$ cat config.mk
export PLATFORM = sky130hd
export DESIGN_NAME = ysyx_22051013_icache_ctrl_flat
export DESIGN_NICKNAME = d
export VERILOG_FILES = /design/src/rtl/ysyx_22051013_icache_ctrl_if.sv /design/src/rtl/ysyx_22051013_icache_ctrl.sv /design/src/flat_wrapper.sv
export SDC_FILE = /design/constraint.sdc
export NUM_CORES = 1
export LEC_CHECK = 0
export CAP_MARGIN = 20
export CORE_UTILIZATION = 54
export DETAILED_ROUTE_END_ITERATION = 16
export PLACE_DENSITY_LB_ADDON = 0.12
export SLEW_MARGIN = 20
export SYNTH_ARGS = -nofsm -noshare
export SYNTH_HDL_FRONTEND = slang
export SYNTH_SLANG_ARGS = --single-unit
export TNS_END_PERCENT = 10
$ cat constraint.sdc
create_clock -name clk -period 8.7 [get_ports clk]
set_clock_uncertainty 0.1 [all_clocks]
set_input_delay 1.74 -clock clk [delete_from_list [all_inputs] [get_ports clk]]
set_output_delay 1.74 -clock clk [all_outputs]
set_load 0.01 [all_outputs]
$ cat src/rtl/ysyx_22051013_icache_ctrl_if.sv
// Fetch, refill-bus and data-RAM signals of the instruction cache controller.
// slave is the controller's view; master is the view of the surrounding IF stage, memory and RAM.
interface ysyx_22051013_icache_ctrl_if;
    localparam int unsigned ADDR_W  = 32;
    localparam int unsigned WORD_W  = 32;
    localparam int unsigned LINE_W  = 64;
    localparam int unsigned IDX_W   = 5;

    logic              req_valid;
    logic [ADDR_W-1:0] req_addr;
    logic              req_ready;
    logic              resp_valid;
    logic [WORD_W-1:0] resp_data;
    logic              flush;
    logic              mem_req_valid;
    logic [ADDR_W-1:0] mem_req_addr;
    logic              mem_req_ready;
    logic              mem_resp_valid;
    logic [LINE_W-1:0] mem_resp_data;
    logic [IDX_W-1:0]  ram_addr;
    logic [LINE_W-1:0] ram_wdata;
    logic              ram_we;
    logic [LINE_W-1:0] ram_rdata;

    modport slave (
        input  req_valid, req_addr, flush, mem_req_ready, mem_resp_valid, mem_resp_data, ram_rdata,
        output req_ready, resp_valid, resp_data, mem_req_valid, mem_req_addr, ram_addr, ram_wdata, ram_we
    );

    modport master (
        output req_valid, req_addr, flush, mem_req_ready, mem_resp_valid, mem_resp_data, ram_rdata,
        input  req_ready, resp_valid, resp_data, mem_req_valid, mem_req_addr, ram_addr, ram_wdata, ram_we
    );
endinterface

$ cat src/rtl/ysyx_22051013_icache_ctrl.sv
// Direct-mapped 32 x 8-byte read-only icache controller: tag/valid flops, hit check, refill, fence.i flush.
// Define YSYX_22051013_ICACHE_STAT_EN to add the hit_cnt/miss_cnt statistics ports.
module ysyx_22051013_icache_ctrl (
    input  logic clk,
    input  logic rst_n,
    ysyx_22051013_icache_ctrl_if.slave bus
`ifdef YSYX_22051013_ICACHE_STAT_EN
    ,
    output logic [31:0] hit_cnt,
    output logic [31:0] miss_cnt
`endif
);
    localparam int unsigned LINES  = 32;
    localparam int unsigned IDX_W  = 5;
    localparam int unsigned TAG_W  = 24;
    localparam int unsigned WORD_W = 32;
    localparam int unsigned LINE_W = 64;

    typedef enum logic [1:0] {
        IDLE      = 2'd0,
        LOOKUP    = 2'd1,
        MISS_REQ  = 2'd2,
        MISS_WAIT = 2'd3
    } state_t;

    state_t             state_q;
    state_t             state_d;
    logic [31:2]        addr_q;
    logic [LINES-1:0]   valid_q;
    logic [TAG_W-1:0]   tag_q [LINES];
    logic               flush_pending_q;

    logic [IDX_W-1:0]   idx_c;
    logic [TAG_W-1:0]   tag_c;
    logic               hit_c;
    logic               ready_c;
    logic               accept_c;
    logic               refill_c;
    logic               flush_clr_c;

    assign idx_c       = addr_q[7:3];
    assign tag_c       = addr_q[31:8];
    assign hit_c       = valid_q[idx_c] && (tag_q[idx_c] == tag_c);
    assign refill_c    = (state_q == MISS_WAIT) && bus.mem_resp_valid;
    assign flush_clr_c = (state_q == IDLE) && flush_pending_q;

    // A pending or arriving flush blocks new fetches so fence.i cannot be starved by a hit stream.
    assign ready_c  = !flush_pending_q && !bus.flush &&
                      ((state_q == IDLE) || ((state_q == LOOKUP) && hit_c));
    assign accept_c = bus.req_valid && ready_c;

    always_ff @(posedge clk or negedge rst_n) begin
        if (!rst_n) begin
            state_q <= IDLE;
        end else begin
            state_q <= state_d;
        end
    end

    always_comb begin
        state_d = state_q;
        case (state_q)
            IDLE:      if (accept_c) state_d = LOOKUP;
            LOOKUP: begin
                if (!hit_c)        state_d = MISS_REQ;
                else if (accept_c) state_d = LOOKUP;
                else               state_d = IDLE;
            end
            MISS_REQ:  if (bus.mem_req_ready) state_d = MISS_WAIT;
            MISS_WAIT: if (bus.mem_resp_valid) state_d = IDLE;
            default:   state_d = IDLE;
        endcase
    end

    always_comb begin
        bus.req_ready     = ready_c;
        bus.resp_valid    = 1'b0;
        bus.resp_data     = '0;
        bus.mem_req_valid = 1'b0;
        bus.mem_req_addr  = '0;
        bus.ram_addr      = '0;
        bus.ram_wdata     = '0;
        bus.ram_we        = 1'b0;
        case (state_q)
            IDLE: begin
                if (accept_c) bus.ram_addr = bus.req_addr[7:3];
            end
            LOOKUP: begin
                if (hit_c) begin
                    bus.resp_valid = 1'b1;
                    bus.resp_data  = addr_q[2] ? bus.ram_rdata[LINE_W-1:WORD_W]
                                               : bus.ram_rdata[WORD_W-1:0];
                end
                if (accept_c) bus.ram_addr = bus.req_addr[7:3];
            end
            MISS_REQ: begin
                bus.mem_req_valid = 1'b1;
                bus.mem_req_addr  = {addr_q[31:3], 3'b000};
            end
            MISS_WAIT: begin
                if (bus.mem_resp_valid) begin
                    bus.ram_we     = 1'b1;
                    bus.ram_addr   = idx_c;
                    bus.ram_wdata  = bus.mem_resp_data;
                    bus.resp_valid = 1'b1;
                    bus.resp_data  = addr_q[2] ? bus.mem_resp_data[LINE_W-1:WORD_W]
                                               : bus.mem_resp_data[WORD_W-1:0];
                end
            end
            default: ;
        endcase
    end

    // Request address, valid bits and flush bookkeeping.
    always_ff @(posedge clk or negedge rst_n) begin
        if (!rst_n) begin
            addr_q          <= '0;
            valid_q         <= '0;
            flush_pending_q <= 1'b0;
        end else begin
            if (accept_c) addr_q <= bus.req_addr[31:2];
            if (flush_clr_c)   valid_q        <= '0;
            else if (refill_c) valid_q[idx_c] <= 1'b1;
            if (bus.flush)        flush_pending_q <= 1'b1;
            else if (flush_clr_c) flush_pending_q <= 1'b0;
        end
    end

    // Tags are qualified by valid_q, so they need no reset.
    always_ff @(posedge clk) begin
        if (refill_c) tag_q[idx_c] <= tag_c;
    end

`ifdef YSYX_22051013_ICACHE_STAT_EN
    always_ff @(posedge clk or negedge rst_n) begin
        if (!rst_n) begin
            hit_cnt  <= '0;
            miss_cnt <= '0;
        end else if (state_q == LOOKUP) begin
            if (hit_c) hit_cnt  <= hit_cnt + 32'd1;
            else       miss_cnt <= miss_cnt + 32'd1;
        end
    end
`endif

endmodule

$ cat src/flat_wrapper.sv
// flat-port wrapper written by rule: the top's interface ports become plain ports
module ysyx_22051013_icache_ctrl_flat 
  (clk, rst_n, bus_req_valid, bus_req_addr, bus_flush, bus_mem_req_ready, bus_mem_resp_valid, bus_mem_resp_data, bus_ram_rdata, bus_req_ready, bus_resp_valid, bus_resp_data, bus_mem_req_valid, bus_mem_req_addr, bus_ram_addr, bus_ram_wdata, bus_ram_we);
  ysyx_22051013_icache_ctrl_if bus_i ();
  input  logic clk;
  input  logic rst_n;
  input wire logic [$bits(bus_i.req_valid)-1:0] bus_req_valid;
  input wire logic [$bits(bus_i.req_addr)-1:0] bus_req_addr;
  input wire logic [$bits(bus_i.flush)-1:0] bus_flush;
  input wire logic [$bits(bus_i.mem_req_ready)-1:0] bus_mem_req_ready;
  input wire logic [$bits(bus_i.mem_resp_valid)-1:0] bus_mem_resp_valid;
  input wire logic [$bits(bus_i.mem_resp_data)-1:0] bus_mem_resp_data;
  input wire logic [$bits(bus_i.ram_rdata)-1:0] bus_ram_rdata;
  output wire logic [$bits(bus_i.req_ready)-1:0] bus_req_ready;
  output wire logic [$bits(bus_i.resp_valid)-1:0] bus_resp_valid;
  output wire logic [$bits(bus_i.resp_data)-1:0] bus_resp_data;
  output wire logic [$bits(bus_i.mem_req_valid)-1:0] bus_mem_req_valid;
  output wire logic [$bits(bus_i.mem_req_addr)-1:0] bus_mem_req_addr;
  output wire logic [$bits(bus_i.ram_addr)-1:0] bus_ram_addr;
  output wire logic [$bits(bus_i.ram_wdata)-1:0] bus_ram_wdata;
  output wire logic [$bits(bus_i.ram_we)-1:0] bus_ram_we;
  assign bus_i.req_valid = bus_req_valid;
  assign bus_i.req_addr = bus_req_addr;
  assign bus_i.flush = bus_flush;
  assign bus_i.mem_req_ready = bus_mem_req_ready;
  assign bus_i.mem_resp_valid = bus_mem_resp_valid;
  assign bus_i.mem_resp_data = bus_mem_resp_data;
  assign bus_i.ram_rdata = bus_ram_rdata;
  assign bus_req_ready = bus_i.req_ready;
  assign bus_resp_valid = bus_i.resp_valid;
  assign bus_resp_data = bus_i.resp_data;
  assign bus_mem_req_valid = bus_i.mem_req_valid;
  assign bus_mem_req_addr = bus_i.mem_req_addr;
  assign bus_ram_addr = bus_i.ram_addr;
  assign bus_ram_wdata = bus_i.ram_wdata;
  assign bus_ram_we = bus_i.ram_we;
  ysyx_22051013_icache_ctrl u_core (.clk(clk), .rst_n(rst_n), .bus(bus_i));
endmodule
==> impl_table.tex <==
\begin{tabular}{lr}
\hline
Metric & Value \\
\hline
\multicolumn{2}{l}{\textbf{Yosys}} \\
Synthesis-stage register bit count & 833 \\
Biggest area contributors in the synthesized netlist & sky130\_fd\_sc\_hd\_\_edfxtp\_1, sky130\_fd\_sc\_hd\_\_mux2i\_1, sky130\_fd\_sc\_hd\_\_dfrtp\_1, sky130\_fd\_sc\_hd\_\_o22ai\_1, sky130\_fd\_sc\_hd\_\_and2\_1 \\
Synth unique cells & 54 \\
Post-synth design cell area & 33,930 um\^{}2 \\
Syn Inst Count & approximately 2,000 \\
Yosys warning count & 0 \\
Avg Synthesized Cell Area & roughly 17 um\^{}2 \\
Combinational family with the most area after synthesis & multiplexers \\
Synth area leader & sky130\_fd\_sc\_hd\_\_edfxtp\_1 \\
Simple-gate area share of the yosys netlist & 4.724\% \\
Top-area cell type share of the netlist area & between 60\% and 70\% \\
Proportion of synthesized chip area in sequential cells & between 70\% and 80\% \\
Compound-gate portion of the synthesized area & 5.321\% \\
Proportion of register bits with asynchronous set or reset after synthesis & 7.803\% \\
Top\_reg\_cell synth & sky130\_fd\_sc\_hd\_\_edfxtp\_1 \\
Share of the synthesized netlist area taken by xor and xnor gates & less than 1\% \\
Area share of fa/ha/maj cells after synthesis & 0\% \\
Mux contribution to synthesized area & 14.92\% \\
Number of flops mapped to enable cells by yosys & 768 \\
\multicolumn{2}{l}{\textbf{Power}} \\
Leakage & 13.59 nW \\
Worst IR Drop VDD & 0.1922 mV \\
Power density relative to cell area & between 200 and 300 nW/um\^{}2 \\
Design Power & 11.94 mW \\
\multicolumn{2}{l}{\textbf{Clock tree}} \\
TritonCTS buffer count & a little over 80 \\
Cts repair resizes & 0 \\
Number of post-CTS setup repair buffers & 0 \\
Count of hold buffers inserted by post-cts repair & 0 \\
TritonCTS clock tree & built \\
Source-to-sink clock delay at the later pin of the worst-skew pair & 0.63 ns \\
CTS root buffer & sky130\_fd\_sc\_hd\_\_clkbuf\_16 \\
TritonCTS Sinks & 833 \\
Number of levels the H-tree was split into & 3 \\
Clock transition at the registers of the reported paths & 0.06 ns \\
Longest Clk Path Bufs & 3 \\
\multicolumn{2}{l}{\textbf{Finish}} \\
Proportion of layout cells with a drive suffix above 1 & a little under an eighth \\
Final Non-Filler Cells & 3,239 \\
Post-synthesis to final-layout area growth & 20.34\% \\
Area of all placed cells without fillers & slightly above 40,000 um\^{}2 \\
Nets@finish & 2,499 \\
\multicolumn{2}{l}{\textbf{Timing}} \\
Final period util & between 90\% and 100\% \\
Max transition margin & 27.45\% \\
Number of hold-slack violations in the final timing report & 0 \\
Achievable Freq & 0.1189 GHz \\
Shortest clock period the worst path allows after layout & 8.408 ns \\
Worst Max-Slew Pin Slew & 1.088 ns \\
Post-route setup slack & 0.2917 ns \\
Slew Viols, Final & 0 \\
Setup violators final & 0 \\
Unrepaired setup endpoints after global routing & false \\
Total negative setup slack & 0 ns \\
\multicolumn{2}{l}{\textbf{Critical path}} \\
Max FO, Critical Path & 29 \\
Capturing element type of the critical path & output port \\
Data required time at the worst endpoint & slightly below 7 ns \\
Endpoint of the worst setup timing path & bus\_resp\_data[1] \\
Type of the setup path with the least slack & reg -> out \\
Critical path launch point & u\_core.addr\_q[4]\$\_DFFE\_PN0P\_ \\
Worst R2R Start & u\_core.addr\_q[4]\$\_DFFE\_PN0P\_ \\
Register-to-register setup slack & 2.90 ns \\
Crit path arrival time & 6.57 ns \\
CP startpoint kind & flop \\
Capture point of the worst reg-to-reg path & u\_core.addr\_q[22]\$\_DFFE\_PN0P\_ \\
Count of cells along the worst register-to-register path & 12 \\
\multicolumn{2}{l}{\textbf{Die}} \\
Number of I/O pins & 303 \\
Core Footprint & a little over 60,000 um\^{}2 \\
Die outline area & 63,840 um\^{}2 \\
Vert. Die Dim & 252.7 um \\
Die width & 252.7 um \\
Initial core utilization & between 50\% and 60\% \\
Row Count & 91 \\
\multicolumn{2}{l}{\textbf{Detailed routing}} \\
Remaining antenna violation count after routing & 0 \\
Final wirelength & approximately 100,000 um \\
Post-route DRC violation count & 0 \\
Iteration-0 DRC Markers & about 2,500 \\
Number of optimization iterations in the first detailed-route pass & 5 \\
DR WL/cell & 31.64 um \\
Vias per std cell & approximately 6.3 \\
Number of vias in the routed layout & 20,278 \\
\multicolumn{2}{l}{\textbf{Placement}} \\
Minimum setup slack after placement & 0.9614 ns \\
Final RePlAce weighted congestion & 0.9647 \\
Placed cell areas & 38,300 um\^{}2 \\
Inst Count DP & 3,084 \\
Final HPWL from detailed placement & 62,410 um \\
Port Buffers & a little under 300 \\
\multicolumn{2}{l}{\textbf{Run status}} \\
Status & complete, no violations \\
\multicolumn{2}{l}{\textbf{Global route}} \\
Antenna violations before repair & 4 \\
Vias in the first global route & between 20,000 and 25,000 \\
Wire length of the first global-routing pass & 143,000 um \\
Largest net degree at the start of global routing & between 70 and 80 \\
Combined global-route utilization of all metal layers & 32.33\% \\
Overflow left after global routing & 0 \\
\multicolumn{2}{l}{\textbf{Flow run}} \\
Maxcap violations & 0 \\
\multicolumn{2}{l}{\textbf{Hold path}} \\
Worst min-delay path class & reg -> reg \\
\hline
\end{tabular}
[placed cells by master (no fill, tap or decap), types with 13 or more instances in the layout]
cell and n:
sky130_fd_sc_hd__buf_4 83, sky130_fd_sc_hd__mux4_2 24, sky130_fd_sc_hd__dfrtp_1 61, sky130_fd_sc_hd__o22ai_1 212
sky130_fd_sc_hd__a21oi_1 13, sky130_fd_sc_hd__edfxtp_1 768, sky130_fd_sc_hd__and2_1 90, sky130_fd_sc_hd__nor2_1 14
sky130_fd_sc_hd__clkbuf_16 82, sky130_fd_sc_hd__and3_1 13, sky130_fd_sc_hd__clkdlybuf4s50_1 296, sky130_fd_sc_hd__mux2_1 23
sky130_fd_sc_hd__clkinv_2 18, sky130_fd_sc_hd__nor4_1 48, sky130_fd_sc_hd__o21a_1 32, sky130_fd_sc_hd__nor2_4 32
sky130_fd_sc_hd__clkbuf_1 26, sky130_fd_sc_hd__mux2i_1 418
[cells in the mapped netlist, drive strengths merged (4+ instances only)]
| library cell | number |
|---|---|
| nand2 | 12 |
| mux2 | 30 |
| inv | 5 |
| mux2i | 418 |
| nand4 | 4 |
| xor2 | 5 |
| dfrtp | 65 |
| nor3b | 5 |
| or4b | 4 |
| nand4bb | 6 |
| and3 | 13 |
| nand4b | 4 |
| a22o | 5 |
| nand3 | 4 |
| o22ai | 212 |
| edfxtp | 768 |
| nor4 | 49 |
| buf | 71 |
| a22oi | 6 |
| and4 | 4 |
| o21a | 32 |
| nor2 | 46 |
| mux4 | 24 |
| and2 | 90 |
| clkbuf | 54 |
| a21oi | 13 |
[metrics by stage]
| step | hold slack (ns) | utilization [%] |
|---|---|---|
| 5_1_grt | 0.4026 | 65.92 |
| 2_1_floorplan | 0.3589 | - |
| 3_3_place_gp | 0.3672 | 61.76 |
| 3_5_place_dp | 0.3744 | 61.84 |
| 4_1_cts | 0.3878 | 65.82 |
| 6_report | 0.3891 | 65.92 |
[how the worst min path moves through the flow]
stage	startpoint	to	slack, ns	depth (start not counted)
2_1_floorplan	u_core.valid_q[10]$_DFFE_PN0P_	u_core.valid_q[10]$_DFFE_PN0P_	0.36	1
3_3_place_gp	u_core.valid_q[26]$_DFFE_PN0P_	u_core.valid_q[26]$_DFFE_PN0P_	0.37	1
3_5_place_dp	u_core.valid_q[26]$_DFFE_PN0P_	u_core.valid_q[26]$_DFFE_PN0P_	0.37	1
4_1_cts	u_core.valid_q[26]$_DFFE_PN0P_	u_core.valid_q[26]$_DFFE_PN0P_	0.39	1
5_1_grt	u_core.valid_q[30]$_DFFE_PN0P_	u_core.valid_q[30]$_DFFE_PN0P_	0.40	1
6_report	u_core.valid_q[12]$_DFFE_PN0P_	u_core.valid_q[12]$_DFFE_PN0P_	0.39	1
[critical path, cell delays in order (launching register included)]
cell                              delay (ns)
sky130_fd_sc_hd__dfrtp_1                0.77
sky130_fd_sc_hd__buf_4                  0.49
sky130_fd_sc_hd__nand4bb_2              0.69
sky130_fd_sc_hd__o22ai_1                0.22
sky130_fd_sc_hd__nor4_1                 0.51
sky130_fd_sc_hd__a21oi_1                0.15
sky130_fd_sc_hd__nor4_1                 0.52
sky130_fd_sc_hd__and4_1                 0.44
sky130_fd_sc_hd__nand4_1                0.23
sky130_fd_sc_hd__or3_1                  0.62
sky130_fd_sc_hd__buf_4                  0.33
sky130_fd_sc_hd__o22ai_1                0.29
sky130_fd_sc_hd__clkdlybuf4s50_1        0.66
[flip-flops by register name, summed over array words and instances, names as in the netlist, named ones only]
name                    cells
u_core.valid_q             32
u_core.addr_q              30
u_core.flush_pending_q      1
u_core.state_q              1
u_core.tag_q              768
[report_power, final]
| group | leakage, nW | internal (mW) | switching [mW] |
|---|---|---|---|
| registers | 7.89 | 4.98 | 0.368 |
| clock network | 1.21 | 1.85 | 1.46 |
| logic | 4.49 | 1.37 | 1.92 |
| total | 13.6 | 8.19 | 3.74 |
[cell type report]
type / instances / area [um^2]
timing repair buffer: 389 / 3784
multi-input combinational: 1022 / 8801
sequential: 833 / 24700
clock inverter: 40 / 306.5
inverter: 6 / 23.77
antenna: 3 / 7.507
tap: 837 / 1047
clock buffer: 109 / 2163
fill: 4306 / 21110
[cells by family after synthesis]
kind of cell	Yosys count
AOI/OAI and AO/OA	279
DFF	833
buffers and inverters	131
other	1
muxes	472
and+or+nand+nor	261
xor gates and xnor gates	7
[routing by layer]
layer / vias to the layer above / wire (um) / GRT usage [%] / part of all wire (%)
li1: 8674 / - / - / -
met3: 202 / 8667 / 5.520 / 8.5
met5: - / 0 / 0 / 0
met1: 10275 / 37730 / 40.97 / 37
met2: 1127 / 50130 / 53.39 / 49
met4: 0 / 5947 / 17.39 / 5.8
Note: power is estimated with default switching activity, not from simulation.
